<file path="src/rtl/oled_frame_scheduler.sv">
// rtl/oled_frame_scheduler.sv - arbitrates ad-hoc command bytes and framebuffer refresh bursts onto one SPI byte path
// Optional OLED_DIRTY_SKIP_EN: timer refreshes only when fb_dirty, else pulses frame_skipped.
module oled_frame_scheduler #(
  parameter int FRAME_BYTES    = 1024,
  parameter int ADDR_W         = 10,
  parameter int REFRESH_PERIOD = 900_000
) (
  input  logic              clk,
  input  logic              rst,
  input  logic              init_done,
  input  logic              frame_req,
  input  logic              cmd_valid,
  input  logic [7:0]        cmd_byte,
  output logic              cmd_ready,
  output logic [ADDR_W-1:0] fb_addr,
  input  logic [7:0]        fb_data,
  output logic              tx_valid,
  output logic [7:0]        tx_byte,
  output logic              tx_dc,
  input  logic              tx_ready,
  output logic              busy,
  output logic              frame_done
`ifdef OLED_DIRTY_SKIP_EN
  ,
  input  logic              fb_dirty,
  output logic              frame_skipped
`endif
);

  localparam logic [2:0] IDLE     = 3'd0;
  localparam logic [2:0] CMD_SEND = 3'd1;
  localparam logic [2:0] WIN_SEND = 3'd2;
  localparam logic [2:0] FB_ADDR  = 3'd3;
  localparam logic [2:0] FB_WAIT  = 3'd4;
  localparam logic [2:0] FB_SEND  = 3'd5;
  localparam logic [2:0] DONE     = 3'd6;

  localparam int TW = (REFRESH_PERIOD > 1) ? $clog2(REFRESH_PERIOD) : 1;
  localparam logic [TW-1:0]     TLAST    = TW'((REFRESH_PERIOD > 0) ? REFRESH_PERIOD - 1 : 0);
  localparam logic [ADDR_W-1:0] IDX_LAST = ADDR_W'(FRAME_BYTES - 1);

  logic [2:0]        state_q, state_d;
  logic [TW-1:0]     timer_q, timer_d;
  logic              pending_q, pending_d;
  logic              last_frame_q, last_frame_d;
  logic [2:0]        widx_q, widx_d;
  logic [ADDR_W-1:0] idx_q, idx_d;
  logic              tx_valid_q, tx_valid_d;
  logic [7:0]        tx_byte_q, tx_byte_d;
  logic              tx_dc_q, tx_dc_d;
  logic              cmd_ready_q, cmd_ready_d;
  logic              busy_q, busy_d;
  logic              frame_done_q, frame_done_d;
  logic              tick, set_pending, cmd_go, frame_go;
`ifdef OLED_DIRTY_SKIP_EN
  logic              skipped_q, skipped_d;
`endif

  // Column window 0..127, page window 0..7
  function automatic logic [7:0] win_byte(input logic [2:0] i);
    case (i)
      3'd0:    win_byte = 8'h21;
      3'd1:    win_byte = 8'h00;
      3'd2:    win_byte = 8'h7F;
      3'd3:    win_byte = 8'h22;
      3'd4:    win_byte = 8'h00;
      3'd5:    win_byte = 8'h07;
      default: win_byte = 8'h00;
    endcase
  endfunction

  always_comb begin
    state_d      = state_q;
    widx_d       = widx_q;
    idx_d        = idx_q;
    last_frame_d = last_frame_q;
    tx_valid_d   = tx_valid_q;
    tx_byte_d    = tx_byte_q;
    tx_dc_d      = tx_dc_q;
    frame_done_d = 1'b0;

    tick = (REFRESH_PERIOD != 0) && (timer_q == TLAST);
    if (REFRESH_PERIOD == 0 || tick) timer_d = '0;
    else                             timer_d = timer_q + TW'(1);
`ifdef OLED_DIRTY_SKIP_EN
    set_pending = frame_req | (tick & fb_dirty);
    skipped_d   = tick & ~fb_dirty;
`else
    set_pending = frame_req | tick;
`endif

    // cmd_ready_q already encodes the round-robin outcome, so a handshake always wins
    cmd_go   = (state_q == IDLE) && cmd_valid && cmd_ready_q;
    frame_go = (state_q == IDLE) && !cmd_go && init_done && pending_q &&
               (!cmd_valid || !last_frame_q);
    pending_d = (pending_q && !frame_go) || set_pending;

    case (state_q)
      IDLE: begin
        if (cmd_go) begin
          tx_valid_d   = 1'b1;
          tx_byte_d    = cmd_byte;
          tx_dc_d      = 1'b0;
          last_frame_d = 1'b0;
          state_d      = CMD_SEND;
        end else if (frame_go) begin
          widx_d       = 3'd0;
          tx_valid_d   = 1'b1;
          tx_byte_d    = win_byte(3'd0);
          tx_dc_d      = 1'b0;
          last_frame_d = 1'b1;
          state_d      = WIN_SEND;
        end
      end
      CMD_SEND: begin
        if (tx_ready) begin
          tx_valid_d = 1'b0;
          state_d    = IDLE;
        end
      end
      WIN_SEND: begin
        if (tx_ready) begin
          if (widx_q == 3'd5) begin
            tx_valid_d = 1'b0;
            idx_d      = '0;
            state_d    = FB_ADDR;
          end else begin
            widx_d    = widx_q + 3'd1;
            tx_byte_d = win_byte(widx_q + 3'd1);
          end
        end
      end
      FB_ADDR: state_d = FB_WAIT;
      FB_WAIT: begin
        // fb_addr was stable through FB_ADDR, so RAM data is valid now
        tx_valid_d = 1'b1;
        tx_byte_d  = fb_data;
        tx_dc_d    = 1'b1;
        state_d    = FB_SEND;
      end
      FB_SEND: begin
        if (tx_ready) begin
          tx_valid_d = 1'b0;
          if (idx_q == IDX_LAST) begin
            frame_done_d = 1'b1;
            state_d      = DONE;
          end else begin
            idx_d   = idx_q + ADDR_W'(1);
            state_d = FB_ADDR;
          end
        end
      end
      DONE:    state_d = IDLE;
      default: state_d = IDLE;
    endcase

    cmd_ready_d = (state_d == IDLE) && init_done && (!pending_d || last_frame_d);
    busy_d      = (state_d != IDLE);
  end

  always_ff @(posedge clk or posedge rst) begin
    if (rst) begin
      state_q      <= IDLE;
      timer_q      <= '0;
      pending_q    <= 1'b0;
      last_frame_q <= 1'b1;
      widx_q       <= 3'd0;
      idx_q        <= '0;
      tx_valid_q   <= 1'b0;
      tx_byte_q    <= 8'h00;
      tx_dc_q      <= 1'b0;
      cmd_ready_q  <= 1'b0;
      busy_q       <= 1'b0;
      frame_done_q <= 1'b0;
`ifdef OLED_DIRTY_SKIP_EN
      skipped_q    <= 1'b0;
`endif
    end else begin
      state_q      <= state_d;
      timer_q      <= timer_d;
      pending_q    <= pending_d;
      last_frame_q <= last_frame_d;
      widx_q       <= widx_d;
      idx_q        <= idx_d;
      tx_valid_q   <= tx_valid_d;
      tx_byte_q    <= tx_byte_d;
      tx_dc_q      <= tx_dc_d;
      cmd_ready_q  <= cmd_ready_d;
      busy_q       <= busy_d;
      frame_done_q <= frame_done_d;
`ifdef OLED_DIRTY_SKIP_EN
      skipped_q    <= skipped_d;
`endif
    end
  end

  assign cmd_ready  = cmd_ready_q;
  assign fb_addr    = idx_q;
  assign tx_valid   = tx_valid_q;
  assign tx_byte    = tx_byte_q;
  assign tx_dc      = tx_dc_q;
  assign busy       = busy_q;
  assign frame_done = frame_done_q;
`ifdef OLED_DIRTY_SKIP_EN
  assign frame_skipped = skipped_q;
`endif

endmodule

</file>
<file path="config.mk">
export PLATFORM = sky130hd
export DESIGN_NAME = oled_frame_scheduler
export DESIGN_NICKNAME = d
export VERILOG_FILES = /design/src/rtl/oled_frame_scheduler.sv
export SDC_FILE = /design/constraint.sdc
export NUM_CORES = 1
export LEC_CHECK = 0
export ABC_AREA = 1
export BUFFER_PORTS_ARGS = -buffer_cell sky130_fd_sc_hd__buf_2
export CAP_MARGIN = 10
export CORE_UTILIZATION = 61
export CTS_CLUSTER_DIAMETER = 30
export DETAILED_ROUTE_END_ITERATION = 12
export GPL_TIMING_DRIVEN = 0
export PLACE_DENSITY_LB_ADDON = 0.08
export SETUP_SLACK_MARGIN = 0.5
export SYNTH_ARGS = -nofsm -noshare
export SYNTH_HDL_FRONTEND = slang
export SYNTH_SLANG_ARGS = --single-unit
</file>
<file path="constraint.sdc">
create_clock -name clk -period 5.5 [get_ports clk]
set_clock_uncertainty 0.2 [all_clocks]
set_input_delay 1.1 -clock clk [delete_from_list [all_inputs] [get_ports clk]]
set_output_delay 1.1 -clock clk [all_outputs]
set_load 0.02 [all_outputs]
</file>
==> results of run 1 <==
[state kept, by name (all words and copies together) (netlist names), 3 cells and up]
name,cells
fb_addr,10
tx_byte,8
widx_q,3
state_q,3
timer_q,20
[worst paths after layout]
kind                                        start                      to  slack (ns)  cells past startpoint
setup / recovery           fb_addr[7]$_DFFE_PP0P_              fb_addr[7]        3.23                      1
setup reg to reg             timer_q[0]$_DFF_PP0_   timer_q[16]$_DFF_PP0_        3.49                      7
hold reg to reg            tx_byte[6]$_DFFE_PP0P_  tx_byte[6]$_DFFE_PP0P_        0.28                      2
hold / removal             tx_byte[6]$_DFFE_PP0P_  tx_byte[6]$_DFFE_PP0P_        0.28                      2
max in group asynchronous                     rst    timer_q[7]$_DFF_PP0_        4.04                      3
min in group asynchronous                     rst  fb_addr[0]$_DFFE_PP0P_        0.56                      2
[through the flow]
step	instance area (um2)	hold WS, ns	utilization [%]	instances	total power [uW]
after detailed placement	3320	0.260	70.2	516	1010
after floorplan	2990	0.258	-	404	876
after global placement	3300	0.253	69.8	515	992
after CTS	3450	0.281	73.0	524	1320
final	3450	0.280	73.0	524	1300
after global routing	3450	0.296	73.0	524	1410
[placed cells by master (no fill, tap or decap), drive strengths merged, types with 8 or more instances in the layout]
cell / count
a21oi: 9
buf: 49
dfrtp: 50
inv: 52
nand2: 131
nand3: 31
nand4: 9
nor2: 60
nor3: 8
o21ai: 13
xor2: 17
[power by group through the flow]
stage	combinational, uW	sequential, uW	clock, uW
floorplan	331	545	0
global placement	494	498	0
detailed placement	508	501	0
CTS	512	494	311
global route	578	502	325
finish	508	494	303
[routing by layer]
metal	vias to the layer above	track usage, %
met3	4	4.58
met5	-	0
met2	61	44.5
met1	1216	34.7
met4	0	7.19
li1	1365	-
[final cells by class]
cell class | count | area (um2)
fill | 385 | 1270
multi-input combinational | 297 | 1480
buffer | 4 | 35.0
sequential | 51 | 1280
tap | 67 | 83.8
inverter | 52 | 198
clock buffer | 6 | 72.6
timing repair buffer | 45 | 240
clock inverter | 2 | 60.1
[kinds of logic (layout without fill, tap and decap cells)]
| family | after synthesis | in the layout |
|---|---|---|
| buffers and inverters | 56 | 109 |
| XOR/XNOR | 19 | 19 |
| adder cells (fa/ha/maj) | 7 | 7 |
| AO/OA/AOI/OAI | 27 | 27 |
| AND/OR/NAND/NOR | 244 | 244 |
| flip-flops | 51 | 51 |
==> impl_metrics.yaml, run 1 <==
die:
  floorplan.io_pins: 45
  die_width_um: 72.0
  core_area_um2: 4720
  die_area_um2: 5190
  row_count: 25
  floorplan.die.height_um: 72.0
  floorplan.initialDensity_pct: 63.3
clock_network:
  post-cts-setup-buffer-count: 0
  cts.hold.buffers_added: 0
  clock_tree.htree_level_count: 2
  cts.sink_count: 51
  clock_tree_buf_depth: 2
  cts_made_buffers: 5
  clk_latency_ns: 0.31
  root_buffer_cell: "sky130_fd_sc_hd__clkbuf_8"
  cts_tree: "yes"
  post_cts_resize_count: 0
  cts.reportedPaths.clkPinSlew_ns: 0.09
sta:
  slew_headroom_pct: 75.1
  layout_setup_ws_ns: 3.23
  finalMaxSlewViolations: 0
  rsz0062_at_grt: "false"
  finalCriticalPeriod_ns: 2.27
  period_share_pct: 41.2
  finalSetupViolCount: 0
  max_slew.worst_pin.slew_ns: 0.373
  maxClockFrequency_mhz: 441
  fin_setup_tns_ns: 0
  finalHoldViolations: 0
job:
  cap_violations: 0
status:
  status: "complete, no violations"
synth:
  synth_top_cell_by_area: "sky130_fd_sc_hd__dfrtp_1"
  ys_top_cells_by_area: "sky130_fd_sc_hd__dfrtp_1, sky130_fd_sc_hd__nand2_1, sky130_fd_sc_hd__nor2_1"
  synth-simple-area-share_pct: 35.5
  post_synth_fa_ha_maj_area_fraction_pct: 2.93
  yosys_warnings: 0
  number_of_synthesized_register_bits: 51
  ys.flop_type: "sky130_fd_sc_hd__dfrtp_1"
  postSynth.asyncResetShare_pct: 100
  synth.lib_cells_used.distinct: 36
  synthesized_area_per_cell_um2: 7.40
  main_combinational_cell_family_by_area_after_synthesis: "simple AND/OR/NAND/NOR gates"
  syn_inst: 404
  synth_top_cells_by_count: "sky130_fd_sc_hd__nand2_1, sky130_fd_sc_hd__nor2_1, sky130_fd_sc_hd__dfrtp_1"
  synthesized_net_count: 433
  syn_area_um2: 2990
  post_synth_mux_area_share_pct: 0
  synth_enable_flop_cells: 0
  synth_compound_area_share_pct: 5.52
  post_synth_xor_area_fraction_pct: 5.56
  yosysSeqAreaShare_pct: 42.7
  top_count_cell_post_synth: "sky130_fd_sc_hd__nand2_1"
  synth_top_area_share_pct: 41.8
setup_path:
  critical_path.max_stage_delay_ns: 0.46
  highest_fanout_seen_on_the_critical_path: 7
  required_ns: 4.20
  cpLargestDelayFamily: "flip-flops"
  worst_ep_arrival_time_ns: 0.97
  worst_setup_path_end_kind: "primary output"
  setup.worst_path.class: "flop to primary output"
  setup.worst_path.start_class: "flop"
  worstPathCellList: "buf_2"
  path_buf_inv: 1
  worst_path_cell_with_the_longest_stage_delay: "sky130_fd_sc_hd__dfrtp_1"
placed_design:
  numPortBuffers: 44
  place_worst_setup_slack_ns: 3.04
  dp_hpwl_mm: 4.76
  routabilityCongestion: 0.974
routing:
  drt-pass1-iter-count: 4
  dr_wl_met2_mm: 2.94
  detail-route-antenna-nets: 0
  vias_per_cell: 5.05
  detail_route.wirelength.met1_mm: 3.01
  route.vias.total: 2646
  routed.top_layer: "met4"
  first_iter_violations: 139
  drc: 0
  drt-total-wl_mm: 6.24
  met3WireLength_um: 255
  avgRoutedWirePerCell_um: 11.9
cells_and_area:
  count_of_antenna_diodes_in_the_layout: 0
  syn_to_final_growth_pct: 15.3
  layout.nets: 485
  drive_above_1_share_pct: 18.2
power:
  switching_share_pct: 39.2
  max-vdd-ir-drop_uv: 235
  cellLeakagePower_uw: 0.00181
  power_density_nw_per_um2: 378
  power_switching_uw: 511
  pwr-share-comb_pct: 38.9
  seq_power_share_pct: 37.9
  internal-power_uw: 793
  p_clk_share_pct: 23.2
global_routing:
  antenna_found_initial: 0
  grt_pass1_vias: 2420
  grt_overflow_total: 0
  first_pass_grt_wire_length_mm: 10.5
  grt_max_degree: 37
  grtUsageTotal_pct: 26.1
hold_path:
  worstHoldPathType: "flop to flop"
Power figures use the tool's default switching activity.
==> run 2, diff against run 1 <==
CORE_UTILIZATION = 51   (was 61)
clock period = 1.9 ns   (was 5.5 ns; I/O delays follow)
==> impl_metrics.yaml, run 2 (synthesis gave the netlist of run 1 again) <==
power:
  cellLeakagePower_uw: 0.00228
  max-vdd-ir-drop_uv: 785
  pwr-share-comb_pct: 54.8
  seq_power_share_pct: 31.6
  switching_share_pct: 42.8
  power_density_nw_per_um2: 1040
  power_switching_uw: 2030
  internal-power_uw: 2710
  p_clk_share_pct: 13.6
cells_and_area:
  drive_above_1_share_pct: 45.8
  final_common_cell: "sky130_fd_sc_hd__nand2_1"
  largest_register_ffs: 20
  layout.nets: 556
  most-common-layout-cells: "sky130_fd_sc_hd__nand2_1, sky130_fd_sc_hd__buf_4, sky130_fd_sc_hd__inv_1, sky130_fd_sc_hd__dfrtp_1, sky130_fd_sc_hd__buf_6"
  count_of_antenna_diodes_in_the_layout: 0
  max_flop_register: "timer_q"
  layout.cell_area.non_filler_um2: 4590
  syn_to_final_growth_pct: 53.3
clock_network:
  cts_made_buffers: 5
  cts.reportedPaths.clkPinSlew_ns: 0.10
  root_buffer_cell: "sky130_fd_sc_hd__clkbuf_8"
  clk_latency_ns: 0.31
  clock_tree_buf_depth: 2
  clock_tree.htree_level_count: 2
  cts.sink_count: 51
  cts_tree: "yes"
routing:
  route.vias.total: 3064
  routed.top_layer: "met4"
  drt-total-wl_mm: 8.42
  dr_wl_met2_mm: 4.24
  vias_per_cell: 5.11
  detail_route.wirelength.met1_mm: 3.75
  first_iter_violations: 168
  detail-route-antenna-nets: 0
  met3WireLength_um: 352
  drt-pass1-iter-count: 4
  avgRoutedWirePerCell_um: 14.0
  drc: 0
sta:
  finalCriticalPeriod_ns: 1.75
  finalHoldViolations: 0
  slew_headroom_pct: 78.5
  finalSetupViolCount: 0
  rsz0062_at_grt: "true"
  fin_setup_tns_ns: 0
  maxClockFrequency_mhz: 571
  finalMaxSlewViolations: 0
  max_slew.worst_pin.slew_ns: 0.322
  period_share_pct: 92.3
global_routing:
  grt_pass1_vias: 2831
  first_pass_grt_wire_length_mm: 12.7
  grt_overflow_total: 0
  antenna_found_initial: 0
  grtUsageTotal_pct: 26.6
  grt_max_degree: 52
die:
  row_count: 27
  die_width_um: 78.6
  floorplan.io_pins: 45
  floorplan.initialDensity_pct: 53.7
  die_area_um2: 6180
  core_area_um2: 5570
  floorplan.die.height_um: 78.6
setup_path:
  worst_ep_arrival_time_ns: 1.76
  path_buf_inv: 2
  worst_path_cell_with_the_longest_stage_delay: "sky130_fd_sc_hd__dfrtp_2"
  setup.worst_path.class: "flop to flop"
  worst_setup_path_end_kind: "flop"
  cpLargestDelayFamily: "simple AND/OR/NAND/NOR gates"
  highest_fanout_seen_on_the_critical_path: 5
  setup.worst_path.start_class: "flop"
  required_ns: 1.91
  critical_path.max_stage_delay_ns: 0.40
  worstPathCellList: "ha_4, nand2_4, nor2_4, nand4_1, nor3_2, buf_4, buf_8, nor2_2"
job:
  cap_violations: 0
placed_design:
  dpl-instance-area_um2: 3410
  routabilityCongestion: 0.916
  dp_hpwl_mm: 4.77
  numPortBuffers: 44
status:
  status: "complete, no violations"
hold_path:
  worstHoldPathType: "primary input to flop"
-- run 2: cell types whose count changed in the layout (fill, tap and decap cells not counted), moves of 10 or more --
cell | previous run | this run
sky130_fd_sc_hd__nor2_4 | 2 | 13
sky130_fd_sc_hd__nand2_4 | 1 | 13
sky130_fd_sc_hd__buf_2 | 45 | 21
sky130_fd_sc_hd__dfrtp_1 | 50 | 38
sky130_fd_sc_hd__buf_4 | 1 | 60
sky130_fd_sc_hd__dfrtp_2 | 0 | 12
sky130_fd_sc_hd__nand2_2 | 7 | 20
sky130_fd_sc_hd__nor2_2 | 4 | 14
sky130_fd_sc_hd__nand2_1 | 123 | 97
sky130_fd_sc_hd__buf_6 | 2 | 34
sky130_fd_sc_hd__nor2_1 | 54 | 33
-- run 2: worst min-delay path, cell delays in order --
cell and delay, ns:
sky130_fd_sc_hd__buf_2 0.08, sky130_fd_sc_hd__a22oi_1 0.06, sky130_fd_sc_hd__nand2_1 0.07
-- run 2: cell type report --
cell class | instances | area, um2
repair buffers | 114 | 935
fillers | 347 | 988
well taps | 72 | 90.1
flip-flops and latches | 51 | 1290
inverters | 52 | 216
clock buffers | 5 | 68.8
plain buffers | 4 | 48.8
clock inverters | 3 | 18.8
multi-input cells | 299 | 1920
-- run 2: stage by stage --
| stage | power [uW] | worst slack [ns] | utilization (%) | hold WS (ns) | cells |
|---|---|---|---|---|---|
| detailed placement | 3000 | 0.0336 | 61.1 | 0.259 | 520 |
| finish | 4750 | 0.147 | 82.3 | 0.0934 | 600 |
| global route | 5060 | 0.0956 | 82.3 | 0.100 | 600 |
| floorplan | 2620 | 0.319 | - | 0.228 | 404 |
| CTS | 4320 | 0.238 | 73.4 | 0.0921 | 568 |
| global placement | 2970 | 0.0479 | 61.1 | 0.256 | 520 |
-- run 2: power groups by stage --
| stage | logic, uW | registers (uW) | clock network, uW |
|---|---|---|---|
| 2_1_floorplan | 1030 | 1600 | 0 |
| 3_3_place_gp | 1510 | 1470 | 0 |
| 3_5_place_dp | 1530 | 1470 | 0 |
| 4_1_cts | 2180 | 1480 | 661 |
| 5_1_grt | 2830 | 1520 | 700 |
| 6_report | 2600 | 1500 | 646 |
-- run 2: path summary, 6_finish.rpt --
kind | endpoint | slack, ns | cells past startpoint | start
max | timer_q[12]$_DFF_PP0_ | 0.15 | 8 | timer_q[0]$_DFF_PP0_
min | tx_byte[7]$_DFFE_PP0P_ | 0.09 | 3 | cmd_byte[7]
max reg2reg | timer_q[12]$_DFF_PP0_ | 0.15 | 8 | timer_q[0]$_DFF_PP0_
min reg2reg | tx_byte[7]$_DFFE_PP0P_ | 0.31 | 2 | tx_byte[7]$_DFFE_PP0P_
max in group asynchronous | last_frame_q$_DFF_PP1_ | 0.59 | 4 | rst
min in group asynchronous | fb_addr[4]$_DFFE_PP0P_ | 0.37 | 3 | rst
-- run 2: timing repair --
item | in CTS | in global routing
pin swaps | 16 | 31
resized for setup | 93 | 66
hold endpoints to repair | 0 | 12
setup buffers | 36 | 30
hold buffers | 0 | 1
endpoints found under the setup margin | 73 | 71
gates cloned | 4 | 0
-- run 2: per-layer routing --
layer	global-route usage (%)	vias to the layer above
met5	0	-
met4	7.41	0
met3	4.65	7
met2	43.9	72
met1	35.8	1472
li1	-	1513
==> run 3, diff against run 2 <==
CORE_MARGIN = 2   (was not set)
==> impl_metrics.yaml, run 3 (synthesis gave the netlist of run 1 again) <==
global_routing:
  antenna_found_initial: 0
  global_route.usage.met2_pct: 46.2
  global_route_met1_utilization_pct: 32.4
  grt-busiest-layer: "met2"
  met3_usage_pct: 4.49
  grt_max_degree: 52
  grt_pass1_vias: 2896
  grt_overflow_total: 0
  grtUsageTotal_pct: 25.9
  first_pass_grt_wire_length_mm: 12.8
cells_and_area:
  most-common-layout-cells: "sky130_fd_sc_hd__nand2_1, sky130_fd_sc_hd__buf_4, sky130_fd_sc_hd__inv_1"
  drive_above_1_share_pct: 43.1
  largest_register_ffs: 20
  syn_to_final_growth_pct: 49.7
  nFillCells: 369
  count_of_antenna_diodes_in_the_layout: 0
  max_flop_register: "timer_q"
  layout.nets: 545
  final_common_cell: "sky130_fd_sc_hd__nand2_1"
placed_design:
  numPortBuffers: 44
  routabilityCongestion: 0.941
  dp_hpwl_mm: 4.86
sta:
  finalSetupViolCount: 0
  finalCriticalPeriod_ns: 1.77
  slew_headroom_pct: 65.8
  finalHoldViolations: 20
  finalMaxSlewViolations: 0
  maxClockFrequency_mhz: 565
  fin_setup_tns_ns: 0
  max_slew.worst_pin.slew_ns: 0.513
  whs_ns: -0.118
  period_share_pct: 93.2
  rsz0062_at_grt: "true"
die:
  row_count: 27
  floorplan.die.height_um: 80.6
  floorplan.io_pins: 45
  floorplan.initialDensity_pct: 53.7
  die_area_um2: 6490
  die_width_um: 80.6
  core_area_um2: 5570
routing:
  first_iter_violations: 136
  drt-total-wl_mm: 8.57
  drc: 0
  vias_per_cell: 5.21
  drt-pass1-iter-count: 5
  detail-route-antenna-nets: 0
  route.vias.total: 3071
  avgRoutedWirePerCell_um: 14.5
setup_path:
  critical_path.max_stage_delay_ns: 0.44
  setup.worst_path.class: "flop to flop"
  cpLargestDelayFamily: "simple AND/OR/NAND/NOR gates"
  worstPathCellList: "nor2_4, nand3_2, nor2_4, nand2_4, nand2_2, nand2_4, nor2_1, a21oi_1"
  capture_point_of_the_worst_reg_to_reg_path: "widx_q[2]$_DFFE_PP0P_"
  reg2reg_from: "state_q[2]$_DFF_PP0_"
  highest_fanout_seen_on_the_critical_path: 5
  setup.worst_path.start_class: "flop"
  r2r.worst_path.cells: 8
  path_buf_inv: 0
  required_ns: 1.91
  worst_path_cell_with_the_longest_stage_delay: "sky130_fd_sc_hd__dfrtp_1"
  worst-r2r-setup-slack_ns: 0.13
  worst_ep_arrival_time_ns: 1.78
  worst_setup_path_end_kind: "flop"
clock_network:
  clock_tree.htree_level_count: 2
  cts_tree: "yes"
  cts.reportedPaths.clkPinSlew_ns: 0.10
  cts.hold.buffers_added: 0
  cts_made_buffers: 5
  root_buffer_cell: "sky130_fd_sc_hd__clkbuf_8"
  cts.sink_count: 51
  clk_latency_ns: 0.32
  clock_tree_buf_depth: 2
status:
  status: "finished, violations left"
  failed_checks: "hold timing"
job:
  cap_violations: 0
power:
  max-vdd-ir-drop_uv: 891
  fin_total_pwr_uw: 5010
  power_density_nw_per_um2: 1120
  cellLeakagePower_uw: 0.00222
hold_path:
  worstHoldPathType: "primary input to asynchronous set/reset pin"
run 3: cell count changes in the layout (fill, tap and decap cells not counted), sizes merged:
cell         delta
buf            -10
inv             -1
bufinv          +1
dlygate4sd3     -1
run 3: layer usage:
metal | vias to the layer above | part of all wire [%]
met5 | - | 0
met4 | 0 | 1.8
met3 | 15 | 5.2
met2 | 108 | 48
met1 | 1457 | 45
li1 | 1491 | -
run 3: cell type report:
cell class              count  area, um2  area share [%]
repair buffers            103        838            18.7
well taps                  72       90.1            2.01
multi-input cells         299       1880            42.1
inverters                  52        219            4.89
flip-flops and latches     51       1290            28.9
clock buffers               5       68.8            1.54
plain buffers               4       41.3           0.922
clock inverters             3       43.8           0.978
run 3: power by group:
| part | total, uW | internal (uW) | switching (uW) |
|---|---|---|---|
| sequential | 1500 | 1300 | 200 |
| combinational | 2740 | 1180 | 1560 |
| clock | 780 | 393 | 387 |
| total | 5010 | 2870 | 2150 |
run 3: per-stage QoR:
stage                     instance area, um2  utilization (%)  std cells  worst slack, ns  hold WS (ns)
after global routing                    4480             80.4        589           0.0544       -0.0666
after detailed placement                3410             61.1        520           0.0458         0.255
final                                   4480             80.4        589            0.129        -0.118
after CTS                               4080             73.2        566            0.213         0.109
after floorplan                         3100                -        404            0.319         0.228
after global placement                  3410             61.1        520           0.0587         0.251
run 3: how the worst max path moves through the flow:
stage / start / to / slack [ns] / cells past startpoint
2_1_floorplan: fb_addr[0]$_DFFE_PP0P_ / fb_addr[9]$_DFFE_PP0P_ / 0.32 / 10
3_3_place_gp: timer_q[0]$_DFF_PP0_ / timer_q[0]$_DFF_PP0_ / 0.06 / 7
3_5_place_dp: timer_q[0]$_DFF_PP0_ / timer_q[0]$_DFF_PP0_ / 0.05 / 7
4_1_cts: state_q[0]$_DFF_PP0_ / tx_byte[2]$_DFFE_PP0P_ / 0.21 / 9
5_1_grt: state_q[2]$_DFF_PP0_ / widx_q[2]$_DFFE_PP0P_ / 0.05 / 8
6_report: state_q[2]$_DFF_PP0_ / widx_q[2]$_DFFE_PP0P_ / 0.13 / 8
run 3: what timing repair did:
action                                  CTS  global route
endpoints found under the setup margin   72            73
buffers inserted                         34            22
cloned                                    4             0
gates resized for setup                  87            61
pin swaps                                21            33
hold endpoints to repair                  0            20
